<file path="config.mk">
export PLATFORM = sky130hd
export DESIGN_NAME = uart
export DESIGN_NICKNAME = d
export VERILOG_FILES = /design/src/rtl/uart_pkg.sv /design/src/rtl/uart_rx.sv /design/src/rtl/uart.sv
export SDC_FILE = /design/constraint.sdc
export NUM_CORES = 1
export LEC_CHECK = 0
export ABC_AREA = 0
export CAP_MARGIN = 20
export CORE_UTILIZATION = 45
export DETAILED_ROUTE_END_ITERATION = 16
export HOLD_SLACK_MARGIN = 0.05
export SLEW_MARGIN = 20
export SYNTH_ARGS = -nofsm -noshare
export SYNTH_HDL_FRONTEND = slang
export SYNTH_SLANG_ARGS = --single-unit
export TNS_END_PERCENT = 100
</file>
<file path="constraint.sdc">
create_clock -name Clock -period 2.3 [get_ports Clock]
set_input_delay 0.23 -clock Clock [delete_from_list [all_inputs] [get_ports Clock]]
set_output_delay 0.23 -clock Clock [all_outputs]
set_load 0.01 [all_outputs]
</file>
<file path="src/rtl/uart_pkg.sv">
// Shared framing constants, FSM encodings and sizing helper for the uart transceiver.
package uart_pkg;

   localparam logic StartBit  = 1'b0;
   localparam logic StopBit   = 1'b1;
   localparam logic IdleLevel = 1'b1;

   typedef enum logic [1:0] {TxIdle, TxStart, TxData, TxStop} txState_t;
   typedef enum logic [2:0] {RxIdle, RxStart, RxData, RxStop, RxWaitHigh} rxState_t;

   // Bits needed to count 0..n-1; never below 1 so counters stay legal vectors.
   function automatic int unsigned clog2(input int unsigned n);
      int unsigned w;
      w = 1;
      while (w < 32 && (32'd1 << w) < n) w++;
      return w;
   endfunction

endpackage

</file>
<file path="src/rtl/uart_rx.sv">
// Receive half of the uart: two-flop input synchronizer, centre-sampling receive FSM
// and the valid/ready output holding register.
module uart_rx
   import uart_pkg::*;
#(
   parameter int unsigned Divisor = 1736,
   parameter int unsigned Width   = 8
) (
   input  logic             Clock,
   input  logic             Reset,
   input  logic             SIn,
   output logic [Width-1:0] DataOut,
   output logic             DataOutValid,
   input  logic             DataOutReady
);

   localparam int unsigned     CntW    = clog2(Divisor);
   localparam int unsigned     BitW    = clog2(Width);
   localparam logic [CntW-1:0] BitEnd  = CntW'(Divisor - 1);
   localparam logic [CntW-1:0] HalfEnd = CntW'(Divisor / 2 - 1);
   localparam logic [BitW-1:0] LastBit = BitW'(Width - 1);

   logic [1:0]       sync;
   logic             rxIn;
   rxState_t         state, stateNext;
   logic [CntW-1:0]  cnt, cntNext;
   logic [BitW-1:0]  bitIdx, bitIdxNext;
   logic [Width-1:0] shift, shiftNext, dataNext;
   logic             validNext;

   assign rxIn = sync[1];

   always_ff @(posedge Clock) begin
      if (Reset) begin
         sync         <= {2{IdleLevel}};
         state        <= RxIdle;
         cnt          <= '0;
         bitIdx       <= '0;
         shift        <= '0;
         DataOut      <= '0;
         DataOutValid <= 1'b0;
      end else begin
         sync         <= {sync[0], SIn};
         state        <= stateNext;
         cnt          <= cntNext;
         bitIdx       <= bitIdxNext;
         shift        <= shiftNext;
         DataOut      <= dataNext;
         DataOutValid <= validNext;
      end
   end

   always_comb begin
      stateNext  = state;
      cntNext    = cnt;
      bitIdxNext = bitIdx;
      shiftNext  = shift;
      dataNext   = DataOut;
      validNext  = DataOutValid && !DataOutReady;
      unique case (state)
         RxIdle: begin
            if (rxIn == StartBit) begin
               cntNext   = '0;
               stateNext = RxStart;
            end
         end
         RxStart: begin
            if (cnt == HalfEnd) begin
               cntNext    = '0;
               bitIdxNext = '0;
               stateNext  = (rxIn == StartBit) ? RxData : RxIdle;
            end else begin
               cntNext = cnt + CntW'(1);
            end
         end
         RxData: begin
            if (cnt == BitEnd) begin
               cntNext   = '0;
               shiftNext = (shift >> 1) | (Width'(rxIn) << (Width - 1));
               if (bitIdx == LastBit) stateNext = RxStop;
               else bitIdxNext = bitIdx + BitW'(1);
            end else begin
               cntNext = cnt + CntW'(1);
            end
         end
         RxStop: begin
            if (cnt == BitEnd) begin
               cntNext = '0;
               // Leaving at the stop-bit centre keeps the next start edge fully visible.
               if (rxIn == StopBit) begin
                  if (!DataOutValid || DataOutReady) begin
                     dataNext  = shift;
                     validNext = 1'b1;
                  end
                  stateNext = RxIdle;
               end else begin
                  stateNext = RxWaitHigh;
               end
            end else begin
               cntNext = cnt + CntW'(1);
            end
         end
         RxWaitHigh: begin
            if (rxIn == IdleLevel) stateNext = RxIdle;
         end
         default: stateNext = RxIdle;
      endcase
   end

endmodule

</file>
<file path="src/rtl/uart.sv">
// Full-duplex 8N1-style uart: inline transmitter plus the uart_rx receiver,
// bridging valid/ready byte streams to the serial pins.
module uart
   import uart_pkg::*;
#(
   parameter int unsigned ClockFreq = 200_000_000,
   parameter int unsigned Baud      = 115200,
   parameter int unsigned Width     = 8
) (
   input  logic             Clock,
   input  logic             Reset,
   input  logic [Width-1:0] DataIn,
   input  logic             DataInValid,
   output logic             DataInReady,
   output logic [Width-1:0] DataOut,
   output logic             DataOutValid,
   input  logic             DataOutReady,
   input  logic             SIn,
   output logic             SOut
);

   localparam int unsigned     Divisor = ClockFreq / Baud;
   localparam int unsigned     CntW    = clog2(Divisor);
   localparam int unsigned     BitW    = clog2(Width);
   localparam logic [CntW-1:0] BitEnd  = CntW'(Divisor - 1);
   localparam logic [BitW-1:0] LastBit = BitW'(Width - 1);

   if (Divisor < 4) begin : gDivisorCheck
      $error("uart: ClockFreq/Baud must be at least 4");
   end

   txState_t         txState, txStateNext;
   logic [CntW-1:0]  txCnt, txCntNext;
   logic [BitW-1:0]  txBit, txBitNext, txBitInc;
   logic [Width-1:0] txShift, txShiftNext;
   logic             sOutNext;

   assign DataInReady = (txState == TxIdle) && !Reset;

   always_ff @(posedge Clock) begin
      if (Reset) begin
         txState <= TxIdle;
         txCnt   <= '0;
         txBit   <= '0;
         txShift <= '0;
         SOut    <= IdleLevel;
      end else begin
         txState <= txStateNext;
         txCnt   <= txCntNext;
         txBit   <= txBitNext;
         txShift <= txShiftNext;
         SOut    <= sOutNext;
      end
   end

   // The line level is registered, so each transition loads the level of the bit that follows it.
   always_comb begin
      txStateNext = txState;
      txCntNext   = txCnt;
      txBitNext   = txBit;
      txShiftNext = txShift;
      sOutNext    = SOut;
      txBitInc    = txBit + BitW'(1);
      unique case (txState)
         TxIdle: begin
            if (DataInValid) begin
               txShiftNext = DataIn;
               txCntNext   = '0;
               sOutNext    = StartBit;
               txStateNext = TxStart;
            end
         end
         TxStart: begin
            if (txCnt == BitEnd) begin
               txCntNext   = '0;
               txBitNext   = '0;
               sOutNext    = txShift[0];
               txStateNext = TxData;
            end else begin
               txCntNext = txCnt + CntW'(1);
            end
         end
         TxData: begin
            if (txCnt == BitEnd) begin
               txCntNext = '0;
               if (txBit == LastBit) begin
                  sOutNext    = StopBit;
                  txStateNext = TxStop;
               end else begin
                  txBitNext = txBitInc;
                  sOutNext  = txShift[txBitInc];
               end
            end else begin
               txCntNext = txCnt + CntW'(1);
            end
         end
         TxStop: begin
            if (txCnt == BitEnd) begin
               txCntNext   = '0;
               txStateNext = TxIdle;
            end else begin
               txCntNext = txCnt + CntW'(1);
            end
         end
         default: txStateNext = TxIdle;
      endcase
   end

   uart_rx #(
      .Divisor(Divisor),
      .Width  (Width)
   ) rx (
      .Clock       (Clock),
      .Reset       (Reset),
      .SIn         (SIn),
      .DataOut     (DataOut),
      .DataOutValid(DataOutValid),
      .DataOutReady(DataOutReady)
   );

endmodule

</file>
# Word level (Yosys, flattened, before mapping)
# Cells that the tools add are included.
[classes]
add_sub_neg = 4
magnitude_cmp = 1
eq_ne = 25
mux = 41
n_bitwise = 1
reduce_logical = 23
[ops]
columns = ["cell", "count"]
rows = [
  ["$mux W11", 5],
  ["$mux W3", 13],
  ["$pmux W11 S3", 1],
  ["$add A11 B1 Y11 const B", 2],
  ["$eq A11 B11 Y1 const B", 2],
  ["$pmux W11 S2", 1],
  ["$ne A2 B2 Y1 const B", 8],
  ["$reduce_and A4 Y1", 4],
  ["$pmux W3 S5", 1],
  ["$mux W2", 6],
  ["$pmux W3 S2", 2],
  ["$eq A11 B10 Y1 const B", 1],
  ["$ne A2 B1 Y1 const B", 5],
  ["$eq A3 B3 Y1 const B", 3],
  ["$mux W1", 9],
  ["$or A7 B8 Y8", 1],
  ["$pmux W2 S4", 1],
  ["$add A3 B1 Y3 const B", 2],
  ["$eq A3 B2 Y1 const B", 2],
  ["$reduce_and A2 Y1", 3],
  ["$reduce_and A6 Y1", 1],
  ["$reduce_bool A3 Y1", 2],
  ["$reduce_and A5 Y1", 1],
  ["$eq A2 B2 Y1 const B", 2],
  ["other kinds (13)", 17],
]
[word_totals]
ff_bits = 61
inputBits = 13
output_inout_bits = 11

# Logic depth before layout (Yosys ltp)
# Gate-level depths: netlist of run 1.
[logic_depth]
depth_word = 6
depth_mapped = 8

# Modules after synthesis
# Synthesis of run 1 repeated with hierarchy kept, for this count alone.
[hier_totals]
cells_unflattened = 336
area_unflattened_um2 = 3016.6
[modules_own_cells]
columns = ["mod", "n_inst", "cells_per_inst", "area_per_inst_um2", "seq_area_each_um2"]
rows = [
  ["uart_rx", 1, 175, 1646.6, 720.7],
  ["uart", 1, 161, 1370.1, 500.5],
]

# Worst setup path after synthesis of run 1
# Ideal clock, no wire load.
[synth_timing]
path_type = "flip-flop to flip-flop"
start = "register txState[0]"
end = "register txState[1]"
setup_ps = 128
arrival_ps = 1778
required_ps = 2172
slack_ps = 394
path_stages_with_launch = 8
n_path_buf = 1
period_less_slack_ps = 1906
cell_sequence = "dfxtp_1 > inv_1 > ha_1 > clkbuf_1 > or3_1 > a211oi_1 > mux2i_1 > nor2_1"
[synth_between]
elab_chain_len = 3
word_cells_on_any_way = 11
classes_between = "8 x eq/ne; 1 x mux; 2 x reduce/logical"
[synth_rtl]
columns = ["element", "line", "rtl"]
rows = [
  ["from (decl)", "uart.sv:32", "txState_t txState, txStateNext;"],
  ["from (signal assigned)", "uart.sv:42", "txState <= TxIdle;"],
  ["from (signal assigned)", "uart.sv:48", "txState <= txStateNext;"],
  ["$eq A2 B2 Y1, or another cell as far along", "uart.sv:64", "unique case (txState)"],
  ["$ne A2 B2 Y1 (no source line)", "n/a", ""],
  ["$reduce_and A5 Y1 (no source line)", "n/a", ""],
]
# Several ways; a longest one is shown, not always the timed one.
# A chain may end at the register's enable or synchronous reset.

# Worst setup path in the final report of run 1
[layout_timing]
start = "register txState[0]"
end = "output DataInReady"
[layout_between]
elab_chain_len = 2
[layout_rtl]
columns = ["element", "line", "rtl"]
rows = [
  ["$logic_not A2 Y1", "uart.sv:38", "assign DataInReady = (txState == TxIdle) && !Reset;"],
  ["$logic_and A1 B1 Y1", "uart.sv:38", ""],
  ["to (decl)", "uart.sv:14", "output logic DataInReady,"],
]
# Every way passes these cells.

==> flow_summary.toml, run 1 <==
[logic_synthesis]
seq_area_frac_synth = 0.412
netlist_instances = 339
synth_cell_type_count = 51
yosys_warnings = 0
ys_dominant_reg_cell = "dfxtp_1"
synth-edff-count = 0
synth.net_count = 363
netlist_area_sq_um = 2960
synth_area_per_cell_sq_um = 8.74
ys_async_sr_fraction = 0
synth-seq-cells = 61

[drt]
via_per_inst = 5.52
routed_wl_um = 5910
initialDrtViolationCount = 65
drc = 0
drtPass1Iterations = 4
ant_nets = 0
avgRoutedWirePerCell_um = 13.3
dr_total_vias = 2464

[floorplanning]
start_util = 0.467
die_y_um = 83.1
coreArea_sq_um = 6350
ios = 24
die_w_um = 83.1
row_count = 29
dieArea_sq_um = 6910

[layout]
fillCellCount = 588
diodes = 0
multi_input_area_sq_um = 1640
drive_gt1_frac = 0.108
area_growth_pct = 17.6
seq_area_sq_um = 1220
layout_commonest_cell = "dfxtp_1"
nets = 388
fin_util = 0.549
final_cell_mix = "dfxtp_1, nor2_1, nand2_1, a21oi_1, mux2i_1"

[power]
p_int_w = 0.00191
pwr-share-clk = 0.338
ir_drop_mv = 0.529
switching_share = 0.323
pwr-share-seq = 0.418
power.total_w = 0.00282
powerDensity_nw_per_um2 = 809
p_leak_nw = 1.40
comb_power_share = 0.244
power.switching_w = 0.000912

[sta]
setup_tns_ps = 0
timing.fmax_mhz = 482
whs_ps = 415
setup_slack_ps = 225
relSlewSlack = 0.594
slew_viol_final = 0
period_minus_slack_ps = 2070
hold_viol = 0
post-route-period-util = 0.902
finClkSkew_ps = 5.73
finalSetupViolCount = 0
worstMarginPinSlew_ps = 601
grt_setup_unrepaired = "no"

[placed_design]
preCtsSetupSlack_ps = 204
gp_congestion = 0.794
port_buffers = 23
dpl.hpwl_um = 4010

[global_routing]
grt_pass1_vias = 2205
grt_pass1_wl_um = 10300
grt_overflow = 0
antenna_found_initial = 0
grt_max_degree = 32
grt.total_usage = 0.183

[critical_path]
cp.arrival_ps = 1840
worstSetupPathType = "flop to output pin"
critical-path-top-delay-family = "buffers and inverters"
path_max_fanout = 7
critical-path-max-stage-delay_ps = 560
slowest_stage = "clkdlybuf4s50_1"
cp-end-kind = "output pin"
path_cells = "inv_1 -> ha_1 -> nor2b_1 -> clkdlybuf4s50_1"
critPathBufInv = 2
cp.required_ps = 2070
crit_path_start_kind = "flop"

[clock_network]
htree_num_levels = 3
cts-buffers-inserted = 9
clkTransAtPathRegs_ps = 70
root_buffer = "clkbuf_8"
cts_tree = "done"
hold_buffers = 0
clockBufferDepth = 2
clock_sinks = 61
clk_latency_ps = 340

[flow_run]
max-cap-violations = 0

[status]
outcome = "complete, no violations"

[hold_path]
worstHoldPathType = "input pin to flop"
==> Yosys cell counts, types with 4 or more instances <==
library cell	instances	share of area
a21oi_1	24	0.041
a22oi_1	4	0.010
a311oi_1	7	0.021
a31oi_1	7	0.015
and3_1	5	0.011
clkbuf_1	15	0.019
dfxtp_1	61	0.41
ha_1	11	0.046
inv_1	6	0.0076
mux2i_1	24	0.081
nand2_1	29	0.037
nand2b_1	8	0.017
nand3_1	18	0.030
nand4_1	8	0.017
nor2_1	42	0.053
nor2b_1	4	0.0084
nor3_1	6	0.010
o21ai_0	7	0.012
==> metrics by stage <==
| step | instance area, sq um | std cells |
|---|---|---|
| global placement | 3270 | 430 |
| floorplan | 2960 | 339 |
| CTS | 3470 | 446 |
| global route | 3480 | 446 |
| detailed placement | 3270 | 430 |
| finish | 3480 | 446 |
==> power by group through the flow <==
stage | Sequential (W) | Clock [W] | Combinational (W)
floorplan | 0.00119 | 0 | 0.000479
global placement | 0.00120 | 0 | 0.000670
detailed placement | 0.00120 | 0 | 0.000668
CTS | 0.00118 | 0.000991 | 0.000673
global route | 0.00119 | 0.00104 | 0.000770
finish | 0.00118 | 0.000952 | 0.000687
==> cells by family (layout without fill, tap and decap cells) <==
| kind of cell | count (synthesis) | after routing | synth area share |
|---|---|---|---|
| mux | 24 | 24 | 0.0811 |
| simple gates | 144 | 144 | 0.252 |
| xor+xnor | 3 | 3 | 0.00887 |
| fa+ha+maj | 11 | 11 | 0.0465 |
| compound gates | 70 | 70 | 0.160 |
| buf+inv | 26 | 56 | 0.0393 |
| flops | 61 | 61 | 0.412 |
==> what timing repair did <==
| item | in CTS | in global routing |
|---|---|---|
| resized for setup | 0 | 3 |
| buffers inserted | 0 | 0 |
| endpoints found under the setup margin | 0 | 5 |
| hold endpoints to repair | 0 | 0 |
==> worst paths after layout <==
kind | cells after the start | slack, ps | endpoint | start
max reg2reg | 6 | 230 | rx.cnt[10] | rx.cnt[0]
min reg2reg | 1 | 420 | rx.sync[1] | rx.sync[0]
max | 4 | 230 | DataInReady | txState[0]
min | 3 | 420 | txCnt[2] | Reset
==> flip-flops by register name, indices dropped and copies added, names as in the netlist, 3 cells and up <==
name        count
rx.cnt         11
txCnt          11
rx.DataOut      8
rx.shift        8
txShift         8
rx.bitIdx       3
rx.state        3
txBit           3
==> layout make-up <==
| type | instances | share of cell area |
|---|---|---|
| inverters | 6 | 0.00646 |
| clock inverters | 7 | 0.0215 |
| flip-flops and latches | 61 | 0.350 |
| multi-input cells | 252 | 0.470 |
| repair buffers | 34 | 0.0883 |
| well taps | 77 | 0.0276 |
| clock buffers | 9 | 0.0355 |
==> per-layer routing <==
layer / GRT usage / vias up / part of all wire
li1: - / 1283 / -
met1: 0.242 / 1141 / 0.50
met2: 0.273 / 31 / 0.43
met3: 0.0686 / 9 / 0.044
met4: 0.0674 / 0 / 0.017
met5: 0 / - / 0
==> tightest hold or removal path, delay by kind of cell <==
kind                   cells  cell delay, ps
buffers and inverters      2             370
and+or+nand+nor            1             110
No activity file was read; power rests on OpenSTA's default activity.
==> run 2, diff against run 1 <==
CTS_CLUSTER_SIZE = 14   (was not set)
==> results of run 2 <==
Same layout as run 1: the final DEF is identical, and so are final timing and power.
